`src/rtl/motor_ramp_controller_if.sv`:
```
// Command handshake between the motion host and motor_ramp_controller.
interface motor_ramp_controller_if #(
  parameter int SPEED_W = 13
);
  logic               cmd_valid;
  logic               cmd_ready;
  logic               cmd_enable;
  logic               cmd_direction;
  logic [SPEED_W-1:0] cmd_speed;

  modport master (output cmd_valid, cmd_enable, cmd_direction, cmd_speed, input cmd_ready);
  modport slave  (input cmd_valid, cmd_enable, cmd_direction, cmd_speed, output cmd_ready);
endinterface

```
`src/rtl/motor_ramp_controller.sv`:
```
// Slews the PWM driver speed toward the commanded target; reversals go ramp-down, dead-time, ramp-up.
// Optional SPEED_LIMIT_EN: clamp commands to MAX_SPEED and pulse limit_hit when a command was clamped.
module motor_ramp_controller #(
  parameter int CLK_FREQ     = 100_000_000,
  parameter int PWM_FREQ     = 20_000,
  parameter int PERIOD       = CLK_FREQ / PWM_FREQ,
  parameter int SPEED_W      = $clog2(PERIOD),
  parameter int RAMP_DIV     = 1000,
  parameter int RAMP_STEP    = 5,
  parameter int DEADTIME_CYC = 10000,
  parameter int MAX_SPEED    = 4000
) (
  input  logic                     clk,
  input  logic                     rst,
  motor_ramp_controller_if.slave   cmd,
  input  logic                     estop,
  output logic                     enable,
  output logic                     direction,
  output logic [SPEED_W-1:0]       speed,
  output logic                     busy,
  output logic                     at_target
`ifdef SPEED_LIMIT_EN
  ,
  output logic                     limit_hit
`endif
);

`ifdef SPEED_LIMIT_EN
  localparam int LIMIT = MAX_SPEED;
`else
  localparam int LIMIT = PERIOD + 0 * MAX_SPEED;
`endif
  localparam int PW = (RAMP_DIV > 1) ? $clog2(RAMP_DIV) : 1;
  localparam int DW = $clog2(DEADTIME_CYC + 1);
  localparam logic [SPEED_W-1:0] LIM_S   = SPEED_W'(LIMIT);
  localparam logic [SPEED_W:0]   STEP    = (SPEED_W+1)'(RAMP_STEP);
  localparam logic [PW-1:0]      PRE_MAX = PW'(RAMP_DIV - 1);
  localparam logic [DW-1:0]      DEAD_LD = DW'(DEADTIME_CYC - 1);

  typedef enum logic [1:0] {IDLE, RUN, DECEL, DEAD} state_t;

  state_t             state, nxt_state;
  logic               tgt_en, tgt_dir;
  logic [SPEED_W-1:0] tgt_spd;
  logic [PW-1:0]      pre;
  logic [DW-1:0]      dead_cnt, nxt_dcnt;
  logic               nxt_en, nxt_dir;
  logic [SPEED_W-1:0] nxt_spd;
  logic               nxt_tgt_en, nxt_tgt_dir;
  logic [SPEED_W-1:0] nxt_tgt_spd, cmd_clamped, eff, nxt_eff;
  logic               tick, accept, clamp_hit;

  // Saturating slew in SPEED_W+1 bits so neither overshoot nor wrap is possible.
  function automatic logic [SPEED_W-1:0] ramp(input logic [SPEED_W-1:0] cur,
                                               input logic [SPEED_W-1:0] tgt);
    logic [SPEED_W:0] c, t;
    c = {1'b0, cur};
    t = {1'b0, tgt};
    if (t > c)      ramp = (t - c <= STEP) ? tgt : SPEED_W'(c + STEP);
    else if (c > t) ramp = (c - t <= STEP) ? tgt : SPEED_W'(c - STEP);
    else            ramp = cur;
  endfunction

  assign cmd.cmd_ready = !estop;
  assign accept        = cmd.cmd_valid && cmd.cmd_ready;
  assign tick          = (pre == PRE_MAX);
  assign clamp_hit     = (cmd.cmd_speed > LIM_S);
  assign cmd_clamped   = clamp_hit ? LIM_S : cmd.cmd_speed;

  // A pending reversal shows up as a zero target so RUN decelerates first.
  assign eff = (!tgt_en || (tgt_dir != direction)) ? '0 : tgt_spd;

  always_ff @(posedge clk or negedge rst) begin
    if (!rst) pre <= '0;
    else      pre <= tick ? '0 : pre + 1'b1;
  end

  always_comb begin
    nxt_tgt_en  = tgt_en;
    nxt_tgt_dir = tgt_dir;
    nxt_tgt_spd = tgt_spd;
    if (estop) begin
      nxt_tgt_en = 1'b0;
    end else if (accept) begin
      nxt_tgt_en  = cmd.cmd_enable;
      nxt_tgt_dir = cmd.cmd_direction;
      nxt_tgt_spd = cmd_clamped;
    end
  end

  always_ff @(posedge clk or negedge rst) begin
    if (!rst) begin
      tgt_en  <= 1'b0;
      tgt_dir <= 1'b0;
      tgt_spd <= '0;
    end else begin
      tgt_en  <= nxt_tgt_en;
      tgt_dir <= nxt_tgt_dir;
      tgt_spd <= nxt_tgt_spd;
    end
  end

  always_comb begin
    nxt_state = state;
    nxt_en    = enable;
    nxt_dir   = direction;
    nxt_spd   = speed;
    nxt_dcnt  = dead_cnt;
    if (estop) begin
      nxt_state = DEAD;
      nxt_en    = 1'b0;
      nxt_spd   = '0;
      nxt_dcnt  = DEAD_LD;
    end else begin
      case (state)
        IDLE: begin
          nxt_en  = 1'b0;
          nxt_spd = '0;
          if (tgt_en && tgt_spd != '0) begin
            nxt_state = RUN;
            nxt_dir   = tgt_dir;
            nxt_en    = 1'b1;
          end
        end
        RUN: begin
          if (eff == '0) nxt_state = DECEL;
          if (tick)      nxt_spd   = ramp(speed, eff);
        end
        DECEL: begin
          if (eff != '0) begin
            nxt_state = RUN;
            if (tick) nxt_spd = ramp(speed, eff);
          end else if (speed == '0) begin
            nxt_state = DEAD;
            nxt_en    = 1'b0;
            nxt_dcnt  = DEAD_LD;
          end else if (tick) begin
            nxt_spd = ramp(speed, '0);
          end
        end
        DEAD: begin
          nxt_en  = 1'b0;
          nxt_spd = '0;
          if (dead_cnt == '0) nxt_state = IDLE;
          else                nxt_dcnt  = dead_cnt - DW'(1);
        end
        default: nxt_state = IDLE;
      endcase
    end
  end

  // Status flags are evaluated against next-cycle state so they stay aligned with it.
  assign nxt_eff = (!nxt_tgt_en || (nxt_tgt_dir != nxt_dir)) ? '0 : nxt_tgt_spd;

  always_ff @(posedge clk or negedge rst) begin
    if (!rst) begin
      state     <= IDLE;
      enable    <= 1'b0;
      direction <= 1'b0;
      speed     <= '0;
      dead_cnt  <= '0;
      busy      <= 1'b0;
      at_target <= 1'b0;
    end else begin
      state     <= nxt_state;
      enable    <= nxt_en;
      direction <= nxt_dir;
      speed     <= nxt_spd;
      dead_cnt  <= nxt_dcnt;
      busy      <= (nxt_state != IDLE);
      at_target <= (nxt_state == RUN) && (nxt_spd == nxt_eff);
    end
  end

`ifdef SPEED_LIMIT_EN
  always_ff @(posedge clk or negedge rst) begin
    if (!rst) limit_hit <= 1'b0;
    else      limit_hit <= accept && clamp_hit;
  end
`endif

endmodule
```
`src/flat_wrapper.sv`:
```
// flat-port wrapper written by rule: the top's interface ports become plain ports
module motor_ramp_controller_flat 
#(
  parameter int CLK_FREQ     = 100_000_000,
  parameter int PWM_FREQ     = 20_000,
  parameter int PERIOD       = CLK_FREQ / PWM_FREQ,
  parameter int SPEED_W      = $clog2(PERIOD),
  parameter int RAMP_DIV     = 1000,
  parameter int RAMP_STEP    = 5,
  parameter int DEADTIME_CYC = 10000,
  parameter int MAX_SPEED    = 4000
)
  (clk, rst, estop, enable, direction, speed, busy, at_target, cmd_cmd_valid, cmd_cmd_enable, cmd_cmd_direction, cmd_cmd_speed, cmd_cmd_ready);
  motor_ramp_controller_if #(.SPEED_W(SPEED_W)) cmd_i ();
  input  logic clk;
  input  logic rst;
  input  logic estop;
  output logic enable;
  output logic direction;
  output logic [SPEED_W-1:0] speed;
  output logic busy;
  output logic at_target;
  input wire logic [$bits(cmd_i.cmd_valid)-1:0] cmd_cmd_valid;
  input wire logic [$bits(cmd_i.cmd_enable)-1:0] cmd_cmd_enable;
  input wire logic [$bits(cmd_i.cmd_direction)-1:0] cmd_cmd_direction;
  input wire logic [$bits(cmd_i.cmd_speed)-1:0] cmd_cmd_speed;
  output wire logic [$bits(cmd_i.cmd_ready)-1:0] cmd_cmd_ready;
  assign cmd_i.cmd_valid = cmd_cmd_valid;
  assign cmd_i.cmd_enable = cmd_cmd_enable;
  assign cmd_i.cmd_direction = cmd_cmd_direction;
  assign cmd_i.cmd_speed = cmd_cmd_speed;
  assign cmd_cmd_ready = cmd_i.cmd_ready;
  motor_ramp_controller #(.CLK_FREQ(CLK_FREQ), .PWM_FREQ(PWM_FREQ), .PERIOD(PERIOD), .SPEED_W(SPEED_W), .RAMP_DIV(RAMP_DIV), .RAMP_STEP(RAMP_STEP), .DEADTIME_CYC(DEADTIME_CYC), .MAX_SPEED(MAX_SPEED)) u_core (.clk(clk), .rst(rst), .cmd(cmd_i), .estop(estop), .enable(enable), .direction(direction), .speed(speed), .busy(busy), .at_target(at_target));
endmodule
```
`config.mk`:
```
export PLATFORM = sky130hd
export DESIGN_NAME = motor_ramp_controller_flat
export DESIGN_NICKNAME = d
export VERILOG_FILES = /design/src/rtl/motor_ramp_controller_if.sv /design/src/rtl/motor_ramp_controller.sv /design/src/flat_wrapper.sv
export SDC_FILE = /design/constraint.sdc
export NUM_CORES = 1
export LEC_CHECK = 0
export BUFFER_PORTS_ARGS = -buffer_cell sky130_fd_sc_hd__buf_2
export CAP_MARGIN = 20
export CORE_MARGIN = 2
export CORE_UTILIZATION = 46
export DETAILED_ROUTE_END_ITERATION = 12
export PLACE_DENSITY = 0.72
export SETUP_SLACK_MARGIN = 0.4
export SLEW_MARGIN = 20
export SYNTH_ARGS = -nofsm -noshare
export SYNTH_HDL_FRONTEND = slang
export SYNTH_SLANG_ARGS = --single-unit
```
`constraint.sdc`:
```
create_clock -name clk -period 13.4 [get_ports clk]
set_input_delay 2.68 -clock clk [delete_from_list [all_inputs] [get_ports clk]]
set_output_delay 2.68 -clock clk [all_outputs]
set_load 0.02 [all_outputs]
```
==> flow_metrics.py <==
metrics = {
    "status": {
        "status": "complete, no violations",
    },
    "final_layout": {
        "layout_commonest_cell": "nor2_1",
        "area_delta_synth_final_pct": 9.95,
        "multi_input_area_um2": 5100,
        "final_util": 0.520,
        "num-fill-cells": 1391,
        "antenna_cells": 0,
        "finalNonFillerCells": 1134,
        "final_nets": 1004,
        "seq_area_um2": 1450,
        "drive_above_1_share": 0.117,
        "final_area_um2": 7590,
        "final_cell_mix": "93 x nor2_1, 90 x nand2_1, 62 x a21oi_1",
    },
    "synthesis": {
        "yosysWarnings": 0,
        "yosysUniqueCellTypes": 88,
        "synthCells": 925,
        "ys.flop_type": "dfrtp_1",
        "seq_area_frac_synth": 0.210,
        "syn-num-nets": 984,
        "ys_seq_elements": 58,
        "netlist_area_um2": 6900,
        "synth-edff-count": 0,
        "syn_area_per_cell_um2": 7.46,
        "async_flop_share": 1.00,
    },
    "clock_tree": {
        "cts_tree": "done",
        "cts_resized": 0,
        "cts.path.max_buffers": 2,
        "cts_max_level": 3,
        "post-cts-setup-buffers": 0,
        "numCtsBuffers": 9,
        "cts_num_sinks": 58,
        "clkSlewWorstSetupHoldPaths_ns": 0.05,
        "cts_root_buf": "clkbuf_16",
        "postCtsHoldBufs": 0,
        "clk_latency_ns": 0.34,
    },
    "route": {
        "dr_wl_met3_um": 3750,
        "routed.top_layer": "met4",
        "viasPerCell": 7.00,
        "routed-wl-met2_um": 11100,
        "first_iter_violations": 1418,
        "drt_first_pass_iters": 6,
        "routed_wl_um": 27400,
        "drt.antenna.violating_nets": 0,
        "drc_errors": 0,
        "vias": 7943,
        "wl_met1_um": 11400,
        "wl_per_cell_um": 24.1,
    },
    "placed_design": {
        "post_dp_cell_area_um2": 7250,
        "placed_cells": 1117,
        "dp_hpwl_um": 21100,
        "gp_congestion": 1.07,
        "dp_slack_ns": 6.99,
        "io_buffer_count": 36,
    },
    "floorplan": {
        "core_area_um2": 14600,
        "fp.dieArea_um2": 16000,
        "rows": 44,
        "fp.dieH_um": 127,
        "fp.dieW_um": 127,
        "start_util": 0.473,
        "pin_count": 37,
    },
    "worst_hold_path": {
        "hp-class": "flip-flop to flip-flop",
    },
    "setup_path": {
        "crit_fanout": 16,
        "cp-end-kind": "flip-flop",
        "cp_cell_sequence": "xor2_1, nor2_1, nand2_1, ha_1, a21oi_1, o21ai_0, a2111oi_0, o21ai_0, nor4_2, mux2i_1, o2111ai_1, a2111oi_0, nor4bb_1, nand4_1, nor4_2",
        "critPathSlowestCell": "nor2_1",
        "cp.arrival_ns": 7.13,
        "start_kind": "flip-flop",
        "critPathTopFamily": "compound AO/OA/AOI/OAI gates",
        "slowest_delay_ns": 0.87,
        "crit_buf_inv": 0,
        "required_ns": 13.64,
        "crit_type": "flip-flop to flip-flop",
    },
    "flow_run": {
        "cap_violations": 0,
    },
    "timing": {
        "clock_skew_ns": 0.0109,
        "hold_violations": 0,
        "fin_crit_sh": 0.514,
        "holdWs_ns": 0.477,
        "setup_tns_ns": 0,
        "period_minus_slack_ns": 6.89,
        "drv_slew": 0,
        "tightest_slew_ns": 1.11,
        "fmax_mhz": 145,
        "relSlewSlack": 0.256,
        "grt_setup_unrepaired": "false",
        "setup_ws_ns": 6.51,
        "setup_viol": 0,
    },
    "global_route": {
        "gr-usage-all-layers": 0.339,
        "antenna_found_initial": 0,
        "overflow": 0,
        "grt_max_degree": 59,
        "grt_pass1_wl_um": 42100,
        "grt_pass1_vias": 7266,
    },
    "power_and_ir_drop": {
        "ir_drop_mv": 0.0652,
        "p_leak_nw": 3.30,
        "power_uw": 676,
        "pwr_density_cell_nw_per_um2": 89.1,
    },
}
flip-flops by register name (all words and copies together), names as in the netlist:
| name | cells |
|---|---|
| u_core.at_target | 1 |
| u_core.busy | 1 |
| u_core.dead_cnt | 14 |
| u_core.direction | 1 |
| u_core.enable | 1 |
| u_core.pre | 10 |
| u_core.speed | 13 |
| u_core.state | 2 |
| u_core.tgt_dir | 1 |
| u_core.tgt_en | 1 |
| u_core.tgt_spd | 13 |
Yosys cell counts (13+ instances only):
cell type,number,area (um^2)
clkbuf_1,28,105
a21oi_1,62,310
o21ai_0,59,295
mux2i_1,20,200
ha_1,39,488
or3_1,14,87.6
a31oi_1,17,106
nand3_1,31,155
and3_1,14,87.6
a21o_1,16,120
nor2_1,93,349
inv_1,45,169
nor3_1,33,165
nor4_1,15,93.8
dfrtp_1,58,1450
and2_1,13,81.3
xnor2_1,21,184
nand2_1,90,338
o211ai_1,14,105
nand4_1,20,125
cell families after synthesis:
kind of cell	synth area share
AND/OR/NAND/NOR	0.287
AO/OA/AOI/OAI	0.299
buffers and inverters	0.0513
flip-flops	0.210
adder cells (fa/ha/maj)	0.0736
XOR/XNOR	0.0368
multiplexers	0.0426
layout make-up:
class                      count  share of cell area
sequential                    58               0.191
inverter                      46              0.0227
multi-input combinational    777               0.672
clock buffer                  12              0.0338
clock inverter                 4             0.00972
tap                          184              0.0303
timing repair buffer          53              0.0405
power breakdown:
part           switching (mW)  internal [mW]
Clock                  0.0839          0.173
Sequential             0.0107          0.182
Combinational           0.153         0.0746
Total                   0.247          0.429
worst register-to-register path: cells and delay by family (launching register included):
family | cells | cell delay (ns)
AO/OA/AOI/OAI | 6 | 2.70
XOR/XNOR | 1 | 0.24
adder cells (fa/ha/maj) | 1 | 0.46
flip-flops | 1 | 0.43
multiplexers | 1 | 0.49
AND/OR/NAND/NOR | 6 | 2.48
final timing paths:
path | from | endpoint | slack (ns) | depth (start not counted)
setup / recovery | u_core.direction$_DFF_PN0_ | u_core.at_target$_DFF_PN0_ | 6.51 | 15
hold / removal | u_core.pre[0]$_DFF_PN0_ | u_core.pre[0]$_DFF_PN0_ | 0.48 | 1
setup reg to reg | u_core.direction$_DFF_PN0_ | u_core.at_target$_DFF_PN0_ | 6.51 | 15
hold reg to reg | u_core.pre[0]$_DFF_PN0_ | u_core.pre[0]$_DFF_PN0_ | 0.48 | 1
max in group asynchronous | rst | u_core.tgt_spd[7]$_DFF_PN0_ | 10.39 | 2
min in group asynchronous | rst | u_core.pre[3]$_DFF_PN0_ | 2.49 | 2
metal layers:
| layer | GRT usage | vias to the layer above |
|---|---|---|
| li1 | - | 3543 |
| met1 | 0.476 | 3726 |
| met2 | 0.467 | 568 |
| met3 | 0.111 | 106 |
| met4 | 0.158 | 0 |
| met5 | 0 | - |
Power figures use the tool's default switching activity.
